**src/rtl/writeback_stage_pkg.sv**
```systemverilog
// Shared opcode map, FSM states and commit-decode helpers for the writeback stage.
// Opcode values match the execute stage's ISA encoding.
package writeback_stage_pkg;

  localparam logic [4:0] OP_MOV   = 5'b00000;
  localparam logic [4:0] OP_ADD   = 5'b00001;
  localparam logic [4:0] OP_SUB   = 5'b00010;
  localparam logic [4:0] OP_MUL   = 5'b00011;
  localparam logic [4:0] OP_DIV   = 5'b00100;
  localparam logic [4:0] OP_ADC   = 5'b00101;
  localparam logic [4:0] OP_SBB   = 5'b00110;
  localparam logic [4:0] OP_AND   = 5'b00111;
  localparam logic [4:0] OP_OR    = 5'b01000;
  localparam logic [4:0] OP_XOR   = 5'b01001;
  localparam logic [4:0] OP_NOT   = 5'b01010;
  localparam logic [4:0] OP_LOAD  = 5'b01011;
  localparam logic [4:0] OP_STORE = 5'b01100;
  localparam logic [4:0] OP_JMP   = 5'b01101;
  localparam logic [4:0] OP_BEQ   = 5'b01110;
  localparam logic [4:0] OP_INC   = 5'b10000;
  localparam logic [4:0] OP_DEC   = 5'b10001;
  localparam logic [4:0] OP_SHL   = 5'b10010;
  localparam logic [4:0] OP_SHR   = 5'b10011;
  localparam logic [4:0] OP_ROL   = 5'b10100;
  localparam logic [4:0] OP_ROR   = 5'b10101;
  localparam logic [4:0] OP_BNE   = 5'b10110;
  localparam logic [4:0] OP_BC    = 5'b10111;
  localparam logic [4:0] OP_BNC   = 5'b11000;
  localparam logic [4:0] OP_CMP   = 5'b11001;
  localparam logic [4:0] OP_HALT  = 5'b11111;

  typedef enum logic [1:0] {
    S_RUN  = 2'd0,
    S_HIGH = 2'd1,
    S_HALT = 2'd2
  } wb_state_t;

  function automatic logic writes_rd(input logic [4:0] op);
    return (op <= OP_LOAD) || (op >= OP_INC && op <= OP_ROR);
  endfunction

  // Per-bit flag update enables, ordered {Z, C, AC, P}.
  function automatic logic [3:0] flag_mask(input logic [4:0] op);
    logic zp, c, ac;
    ac = (op == OP_ADD) || (op == OP_SUB) || (op == OP_ADC) || (op == OP_SBB);
    c  = ac || (op >= OP_INC && op <= OP_SHR);
    zp = (op <= OP_NOT) || (op >= OP_INC && op <= OP_ROR) || (op == OP_CMP);
    return {zp, c, ac, zp};
  endfunction

endpackage

```
**src/rtl/writeback_stage_flag_reg.sv**
```systemverilog
// Committed flag register {Z, C, AC, P}; each bit loads only when its enable is set.
module wb_flag_reg (
  input  logic       clk,
  input  logic       reset,
  input  logic [3:0] en,
  input  logic [3:0] d,
  output logic [3:0] q
);

  always_ff @(posedge clk or posedge reset) begin
    if (reset) begin
      q <= '0;
    end else begin
      for (int i = 0; i < 4; i++) begin
        if (en[i]) q[i] <= d[i];
      end
    end
  end

endmodule

```
**src/rtl/writeback_stage.sv**
```systemverilog
// Final pipeline stage: commits execute results to the register file, data memory and
// flags; splits 16-bit MUL/DIV results into two byte writes and latches HALT.
module writeback_stage
  import writeback_stage_pkg::*;
#(
  parameter int unsigned DATA_W     = 8,
  parameter int unsigned REG_AW     = 3,
  parameter int unsigned MEM_AW     = 4,
  parameter int unsigned SPLIT_WIDE = 1
) (
  input  logic                clk,
  input  logic                reset,
  input  logic                in_valid,
  output logic                in_ready,
  input  logic [4:0]          opcode,
  input  logic [REG_AW-1:0]   rd,
  input  logic [MEM_AW-1:0]   mem_addr,
  input  logic [2*DATA_W-1:0] result,
  input  logic                zero_flag,
  input  logic                carry_flag,
  input  logic                ac_flag,
  input  logic                parity_flag,
  output logic                rf_we,
  output logic [REG_AW-1:0]   rf_waddr,
  output logic [DATA_W-1:0]   rf_wdata,
  output logic                dm_we,
  output logic [MEM_AW-1:0]   dm_addr,
  output logic [DATA_W-1:0]   dm_wdata,
  output logic [3:0]          flags_q,
  output logic                retired,
  output logic                halted
);

  wb_state_t state, state_nx;

  logic              transfer, is_wide, hi_load;
  logic              rf_we_nx, dm_we_nx, retired_nx, halted_nx;
  logic [REG_AW-1:0] waddr_nx, hi_addr;
  logic [DATA_W-1:0] wdata_nx, dm_wdata_nx, hi_data;
  logic [MEM_AW-1:0] dm_addr_nx;
  logic [3:0]        flag_en;

  // Gated by reset so the handshake reads 0 while reset is held.
  assign in_ready = (state == S_RUN) && !reset;
  assign transfer = in_valid && in_ready;
  assign is_wide  = (SPLIT_WIDE != 0) && (opcode == OP_MUL || opcode == OP_DIV);

  always_ff @(posedge clk or posedge reset) begin
    if (reset) state <= S_RUN;
    else       state <= state_nx;
  end

  always_comb begin
    state_nx    = state;
    hi_load     = 1'b0;
    rf_we_nx    = 1'b0;
    dm_we_nx    = 1'b0;
    retired_nx  = 1'b0;
    halted_nx   = halted;
    waddr_nx    = rf_waddr;
    wdata_nx    = rf_wdata;
    dm_addr_nx  = dm_addr;
    dm_wdata_nx = dm_wdata;
    flag_en     = 4'b0000;
    unique case (state)
      S_RUN: begin
        if (transfer) begin
          flag_en = flag_mask(opcode);
          if (writes_rd(opcode)) begin
            rf_we_nx = 1'b1;
            waddr_nx = rd;
            wdata_nx = result[DATA_W-1:0];
          end
          if (opcode == OP_STORE) begin
            dm_we_nx    = 1'b1;
            dm_addr_nx  = mem_addr;
            dm_wdata_nx = result[DATA_W-1:0];
          end
          if (is_wide) begin
            hi_load  = 1'b1;
            state_nx = S_HIGH;
          end else begin
            retired_nx = 1'b1;
          end
          if (opcode == OP_HALT) begin
            halted_nx = 1'b1;
            state_nx  = S_HALT;
          end
        end
      end
      S_HIGH: begin
        rf_we_nx   = 1'b1;
        waddr_nx   = hi_addr;
        wdata_nx   = hi_data;
        retired_nx = 1'b1;
        state_nx   = S_RUN;
      end
      S_HALT: begin
        state_nx = S_HALT;
      end
      default: begin
        state_nx = S_RUN;
      end
    endcase
  end

  always_ff @(posedge clk or posedge reset) begin
    if (reset) begin
      rf_we    <= 1'b0;
      rf_waddr <= '0;
      rf_wdata <= '0;
      dm_we    <= 1'b0;
      dm_addr  <= '0;
      dm_wdata <= '0;
      retired  <= 1'b0;
      halted   <= 1'b0;
      hi_addr  <= '0;
      hi_data  <= '0;
    end else begin
      rf_we    <= rf_we_nx;
      rf_waddr <= waddr_nx;
      rf_wdata <= wdata_nx;
      dm_we    <= dm_we_nx;
      dm_addr  <= dm_addr_nx;
      dm_wdata <= dm_wdata_nx;
      retired  <= retired_nx;
      halted   <= halted_nx;
      // High byte goes to the next register up, wrapping r7 -> r0.
      if (hi_load) begin
        hi_addr <= rd + REG_AW'(1);
        hi_data <= result[2*DATA_W-1:DATA_W];
      end
    end
  end

  wb_flag_reg u_flag_reg (
    .clk   (clk),
    .reset (reset),
    .en    (flag_en),
    .d     ({zero_flag, carry_flag, ac_flag, parity_flag}),
    .q     (flags_q)
  );

endmodule

```
**config.mk**
```make
export PLATFORM = sky130hd
export DESIGN_NAME = writeback_stage
export DESIGN_NICKNAME = d
export VERILOG_FILES = /design/src/rtl/writeback_stage_pkg.sv /design/src/rtl/writeback_stage_flag_reg.sv /design/src/rtl/writeback_stage.sv
export SDC_FILE = /design/constraint.sdc
export NUM_CORES = 1
export LEC_CHECK = 0
export CAP_MARGIN = 20
export CORE_AREA = 2 2 70 72
export CTS_CLUSTER_SIZE = 20
export DETAILED_ROUTE_END_ITERATION = 6
export DIE_AREA = 0 0 72 74
export PLACE_DENSITY = 0.74
export SYNTH_ARGS = -nofsm -noshare
export SYNTH_HDL_FRONTEND = slang
export SYNTH_SLANG_ARGS = --single-unit
export TNS_END_PERCENT = 20
```
**constraint.sdc**
```tcl
create_clock -name clk -period 2.3 [get_ports clk]
set_input_delay 0.345 -clock clk [delete_from_list [all_inputs] [get_ports clk]]
set_output_delay 0.345 -clock clk [all_outputs]
set_load 0.1 [all_outputs]
```
==> results.json, run 1 <==
{
  "worstPathCellList": "clkdlybuf4s50_1 > or4b_1 > a221oi_1 > mux2_2",
  "timing.final.crit_share": 0.855,
  "drive_above_1_share": 0.365,
  "p_leak_nw": 1.35,
  "die_area_mm2": 0.00533,
  "yosysWarningCount": 0,
  "dp_hpwl_um": 3190,
  "fin_nets": 269,
  "cts.clk_slew.worst_paths_ns": 0.08,
  "synth.most_common_cell": "dfrtp_1",
  "cts_resized": 0,
  "antenna_cells": 0,
  "ctsLongestPathBuffers": 2,
  "fmax_mhz": 509,
  "coreArea_mm2": 0.00460,
  "syn_inst": 158,
  "drtIter0Drc": 70,
  "synth.area.top_cells": "dfrtp_1 55%, mux2_2 15%, mux2i_1 6.0%, a21oi_1 5.7%, and3b_1 4.8%",
  "die_w_um": 72,
  "drv_cap": 0,
  "grt_usage": 0.175,
  "drc": 0,
  "cts_root_buffer": "clkbuf_8",
  "grt_pass1_wl_um": 7180,
  "start_util": 0.436,
  "synth_area_mm2": 0.00201,
  "fillerInstances": 387,
  "worstSetupStartpointType": "input port",
  "synth.distinct_cells": 32,
  "hold_violations": 0,
  "postCtsSetupRepairBufs": 0,
  "register_area_mm2": 0.00110,
  "yosys-top-cells-count": "44 x dfrtp_1, 27 x mux2_2, 23 x a21oi_1",
  "synth_ff_type": "dfrtp_1",
  "tightestPinTransition_ns": 0.451,
  "synth_edf_count": 0,
  "via_per_inst": 5.10,
  "h-tree-depth": 2,
  "multi_input_area_um2": 846,
  "async_reset_ff_frac": 1.00,
  "fin_area_mm2": 0.00283,
  "routed_wl_um": 4290,
  "grt-ovfl-total": 0,
  "wire_per_inst_um": 15.0,
  "hold_path.class": "in -> async",
  "ys_seq_area_frac": 0.549,
  "stdcell_count": 287,
  "arrival_ns": 2.15,
  "row_count": 25,
  "status": "completed",
  "path_max_fanout": 5,
  "area_delta_synth_final_pct": 41.0,
  "crit_type": "in -> reg",
  "grt_pass1_vias": 1500,
  "cpPeakStageDelay_ns": 0.53,
  "die_y_um": 74,
  "p_per_area_mw_per_mm2": 1030,
  "finalSetupViolations": 0,
  "slew_headroom": 0.699,
  "ys_seq_elements": 44,
  "insertion_delay_ns": 0.29,
  "ctsHoldBuffers": 0,
  "yosysTopAreaCell": "dfrtp_1",
  "end_kind": "register",
  "antenna_found_initial": 0,
  "cts_sinks": 44,
  "port_buffers": 66,
  "cts-buffers-inserted": 5,
  "drt.antenna.violating_nets": 0,
  "routabilityCongestion": 0.778,
  "via_count": 1465,
  "ios": 67,
  "syn_area_per_cell_um2": 12.7,
  "synth_top_area_share": 0.549,
  "rsz0062_at_grt": "false",
  "slowest_stage": "or4b_1",
  "clock_skew_ns": 0.00548,
  "cp_data_required_time_ns": 2.48,
  "drv_slew": 0,
  "cts_tree": "yes",
  "grt_max_degree": 32,
  "finalCriticalPeriod_ns": 1.97,
  "syn_nets": 194,
  "ir_drop_mv": 0.560,
  "placed_area_mm2": 0.00275,
  "dp.cells": 280,
  "drt_pass1_iterations": 4
}
cells in the final DEF (no fill, tap or decap), drive strengths merged:
master         count
dfrtp             44
buf               44
clkdlybuf4s50     34
mux2              27
a21oi             23
mux2i             12
and3b             11
clkbuf             6
inv                4
nor3               3
a21o               2
xor2               2
nand3              2
or2                2
or4b               1
nand2              1
or3                1
nand2b             1
a211oi             1
a221oi             1
nor4b              1
o211ai             1
nor2               1
or3b               1
nand3b             1
a2111o             1
a21boi             1
o21ai              1
o21ba              1
ha                 1
clkinv             1
through the flow:
step	power [W]	util	setup WS (ns)	TNS (ns)	hold WS (ns)
floorplan	0.00212	-	0.134	0	0.435
global placement	0.00247	0.598	-0.0188	-0.0373	0.455
detailed placement	0.00248	0.598	-0.00822	-0.0144	0.456
CTS	0.00293	0.615	0.313	0	0.474
global route	0.00304	0.615	0.198	0	0.498
finish	0.00291	0.615	0.334	0	0.470
logic make-up (layout without fill, tap and decap cells):
kind of cell,after synthesis,after routing,share of synthesized area
compound gates,32,32,0.0936
xor+xnor,2,2,0.00874
fa+ha+maj,1,1,0.00624
buf+inv,14,89,0.0343
flops,44,44,0.549
mux,39,39,0.211
simple gates,26,26,0.0967
where the power goes:
part	switching [W]	leakage, nW	internal (W)
Clock	0.000243	0.0410	0.000207
Combinational	0.00108	0.755	0.000364
Sequential	0.0000825	0.557	0.000935
registers in the layout (all words and copies together), names as in the netlist:
name          count
dm_wdata          8
hi_data           8
rf_wdata          8
dm_addr           4
u_flag_reg.q      4
hi_addr           3
rf_waddr          3
state             2
dm_we             1
halted            1
retired           1
rf_we             1
routing by layer:
layer  vias to the layer above  track usage  part of all wire
met5                         -            0                 0
met4                         0       0.0650             0.012
met3                         6       0.0461             0.037
met2                        30        0.285              0.50
met1                       712        0.229              0.45
li1                        717            -                 -
path summary, 6_finish.rpt:
check,start,endpoint,slack [ns],depth (start not counted)
worst min-delay path,reset,hi_addr[1]$_DFFE_PP0P_,0.47,3
min in group clk,halted$_DFFE_PP0P_,halted$_DFFE_PP0P_,0.48,1
worst max-delay path,in_valid,u_flag_reg.q[0]$_DFFE_PP0P_,0.33,4
worst max register to register,state[1]$_DFFE_PP0P_,u_flag_reg.q[0]$_DFFE_PP0P_,0.39,3
max in group asynchronous,reset,rf_wdata[2]$_DFFE_PP0P_,1.36,4
worst min register to register,halted$_DFFE_PP0P_,halted$_DFFE_PP0P_,0.48,1
final cells by class:
type | count | share of cell area
Tap cell | 54 | 0.0239
Sequential cell | 44 | 0.389
Clock buffer | 6 | 0.0257
Inverter | 4 | 0.00531
Timing Repair Buffer | 78 | 0.255
Multi-Input combinational cell | 100 | 0.299
Clock inverter | 1 | 0.00177
critical path: cells and delay by family:
family	cells	cell delay, ns
compound gates	1	0.42
buf+inv	1	0.47
simple gates	1	0.53
mux	1	0.38
No activity file was read; power rests on OpenSTA's default activity.
==> run 2, diff against run 1 <==
Settings changed: PLACE_DENSITY 0.74 to 0.77.
==> results.json, run 2 (synthesized netlist as in run 1, its figures left out) <==
{
  "status": "completed",
  "post-route-util": 0.619,
  "tightestPinTransition_ns": 0.634,
  "grt_pass1_wl_um": 7450,
  "final_cell_mix": "44 x dfrtp_1, 43 x buf_4, 34 x clkdlybuf4s50_1, 27 x mux2_2, 23 x a21oi_1",
  "grt_usage": 0.186,
  "clock_skew_ns": 0.00748,
  "grt.busiest_layer": "met2",
  "hold_path.class": "reg -> reg",
  "worstSetupStartpointType": "input port",
  "grt_pass1_vias": 1540,
  "power.total_w": 0.00305,
  "die_area_mm2": 0.00533,
  "p_sw_w": 0.00144,
  "r2r-start": "state[1]$_DFFE_PP0P_",
  "ctsHoldBuffers": 0,
  "crit_type": "in -> reg",
  "coreArea_mm2": 0.00460,
  "timing.final.crit_share": 0.879,
  "fmax_mhz": 494,
  "grtUsageMet1": 0.229,
  "drt_pass1_iterations": 4,
  "pwr-share-clk": 0.193,
  "h-tree-depth": 2,
  "p_leak_nw": 1.36,
  "hold_end": "hi_data[0]$_DFFE_PP0P_",
  "p_int_w": 0.00162,
  "drtIter0Drc": 74,
  "postCtsSetupRepairBufs": 0,
  "via_per_inst": 5.28,
  "use_met2": 0.300,
  "cp_data_required_time_ns": 2.49,
  "cts_root_buffer": "clkbuf_8",
  "ios": 67,
  "reg_top3": "dm_wdata: 8 flops, hi_data: 8 flops, rf_wdata: 8 flops",
  "rrSetupSlack_ns": 0.32,
  "rsz0062_at_grt": "false",
  "cts_resized": 0,
  "slew_headroom": 0.578,
  "cts_tree": "yes",
  "grt-ovfl-total": 0,
  "routed_wl_um": 4500,
  "insertion_delay_ns": 0.30,
  "area_delta_synth_final_pct": 41.8,
  "finalCriticalPeriod_ns": 2.02,
  "hold_violations": 0,
  "end_kind": "register",
  "start_util": 0.436,
  "dp_hpwl_um": 3260,
  "wire_per_inst_um": 15.6,
  "drc": 0,
  "die_y_um": 74,
  "path_max_fanout": 13,
  "routabilityCongestion": 0.788,
  "grt_max_degree": 29,
  "final_common_cell": "dfrtp_1",
  "p_per_area_mw_per_mm2": 1070,
  "cts-buffers-inserted": 5,
  "fin_nets": 270,
  "fillerInstances": 395,
  "drt.antenna.violating_nets": 0,
  "cts_sinks": 44,
  "whs_path_depth": 1,
  "row_count": 25,
  "switching_share": 0.471,
  "antenna_cells": 0,
  "grtUsageMet3": 0.0678,
  "ctsLongestPathBuffers": 2,
  "cts.clk_slew.worst_paths_ns": 0.09,
  "seqPwrFrac": 0.334,
  "timing.rr.end": "dm_addr[3]$_DFFE_PP0P_",
  "drive_above_1_share": 0.374,
  "drv_cap": 0,
  "drv_slew": 0,
  "die_w_um": 72,
  "via_count": 1526,
  "arrival_ns": 2.21,
  "antenna_found_initial": 0,
  "p_comb_frac": 0.473,
  "port_buffers": 66,
  "ir_drop_mv": 0.504,
  "min-delay-start": "hi_data[0]$_DFFE_PP0P_",
  "finalSetupViolations": 0,
  "rr_worst_depth": 4
}
## run 2: changes by cell type in the layout (fill, tap and decap cells not counted)
cell        change
buf_4           +3
buf_12          -2
bufinv_16       +1
clkbuf_1        -1
clkinvlp_4      +1
## run 2: per-layer routing
layer | vias up | routed length (µm)
li1 | 726 | -
met1 | 728 | 1800
met2 | 58 | 2270
met3 | 14 | 316
met4 | 0 | 113
met5 | - | 0
## run 2: final cells by class
class	count	area (µm²)	area share
clock buffer	5	68.8	0.0242
tap	54	67.6	0.0238
timing repair buffer	79	703	0.247
clock inverter	3	42.5	0.0150
multi-input combinational	100	846	0.297
sequential	44	1100	0.387
inverter	4	15.0	0.00528
## run 2: how the worst max path moves through the flow
stage,from,end,cells past startpoint
after floorplan,state[1]$_DFFE_PP0P_,in_ready,2
after global placement,in_valid,hi_data[5]$_DFFE_PP0P_,5
after detailed placement,in_valid,dm_addr[3]$_DFFE_PP0P_,5
after CTS,in_valid,dm_addr[3]$_DFFE_PP0P_,5
after global routing,in_valid,dm_wdata[6]$_DFFE_PP0P_,5
final,in_valid,dm_addr[3]$_DFFE_PP0P_,5
## run 2: stage by stage
| stage | std cells | cell area [µm²] | worst slack (ns) | hold WS [ns] | setup TNS, ns |
|---|---|---|---|---|---|
| after floorplan | 158 | 2010 | 0.134 | 0.435 | 0 |
| after global placement | 281 | 2730 | -0.00332 | 0.480 | -0.0125 |
| after detailed placement | 281 | 2730 | -0.0511 | 0.490 | -0.636 |
| after CTS | 289 | 2840 | 0.272 | 0.510 | 0 |
| after global routing | 289 | 2840 | 0.219 | 0.524 | 0 |
| final | 289 | 2840 | 0.278 | 0.508 | 0 |
## run 2: power groups by stage
stage               Combinational [W]  Clock (W)  Sequential, W
finish                        0.00144   0.000590        0.00102
global route                  0.00149   0.000644        0.00104
CTS                           0.00145   0.000606        0.00102
detailed placement            0.00145          0        0.00103
global placement              0.00143          0        0.00103
floorplan                    0.000236          0        0.00189
## run 2: worst max-delay path, cell delays in order
cell and delay [ns]:
clkdlybuf4s50_1 0.47, or4b_1 0.58, nor3_2 0.31, buf_12 0.18, mux2_2 0.33
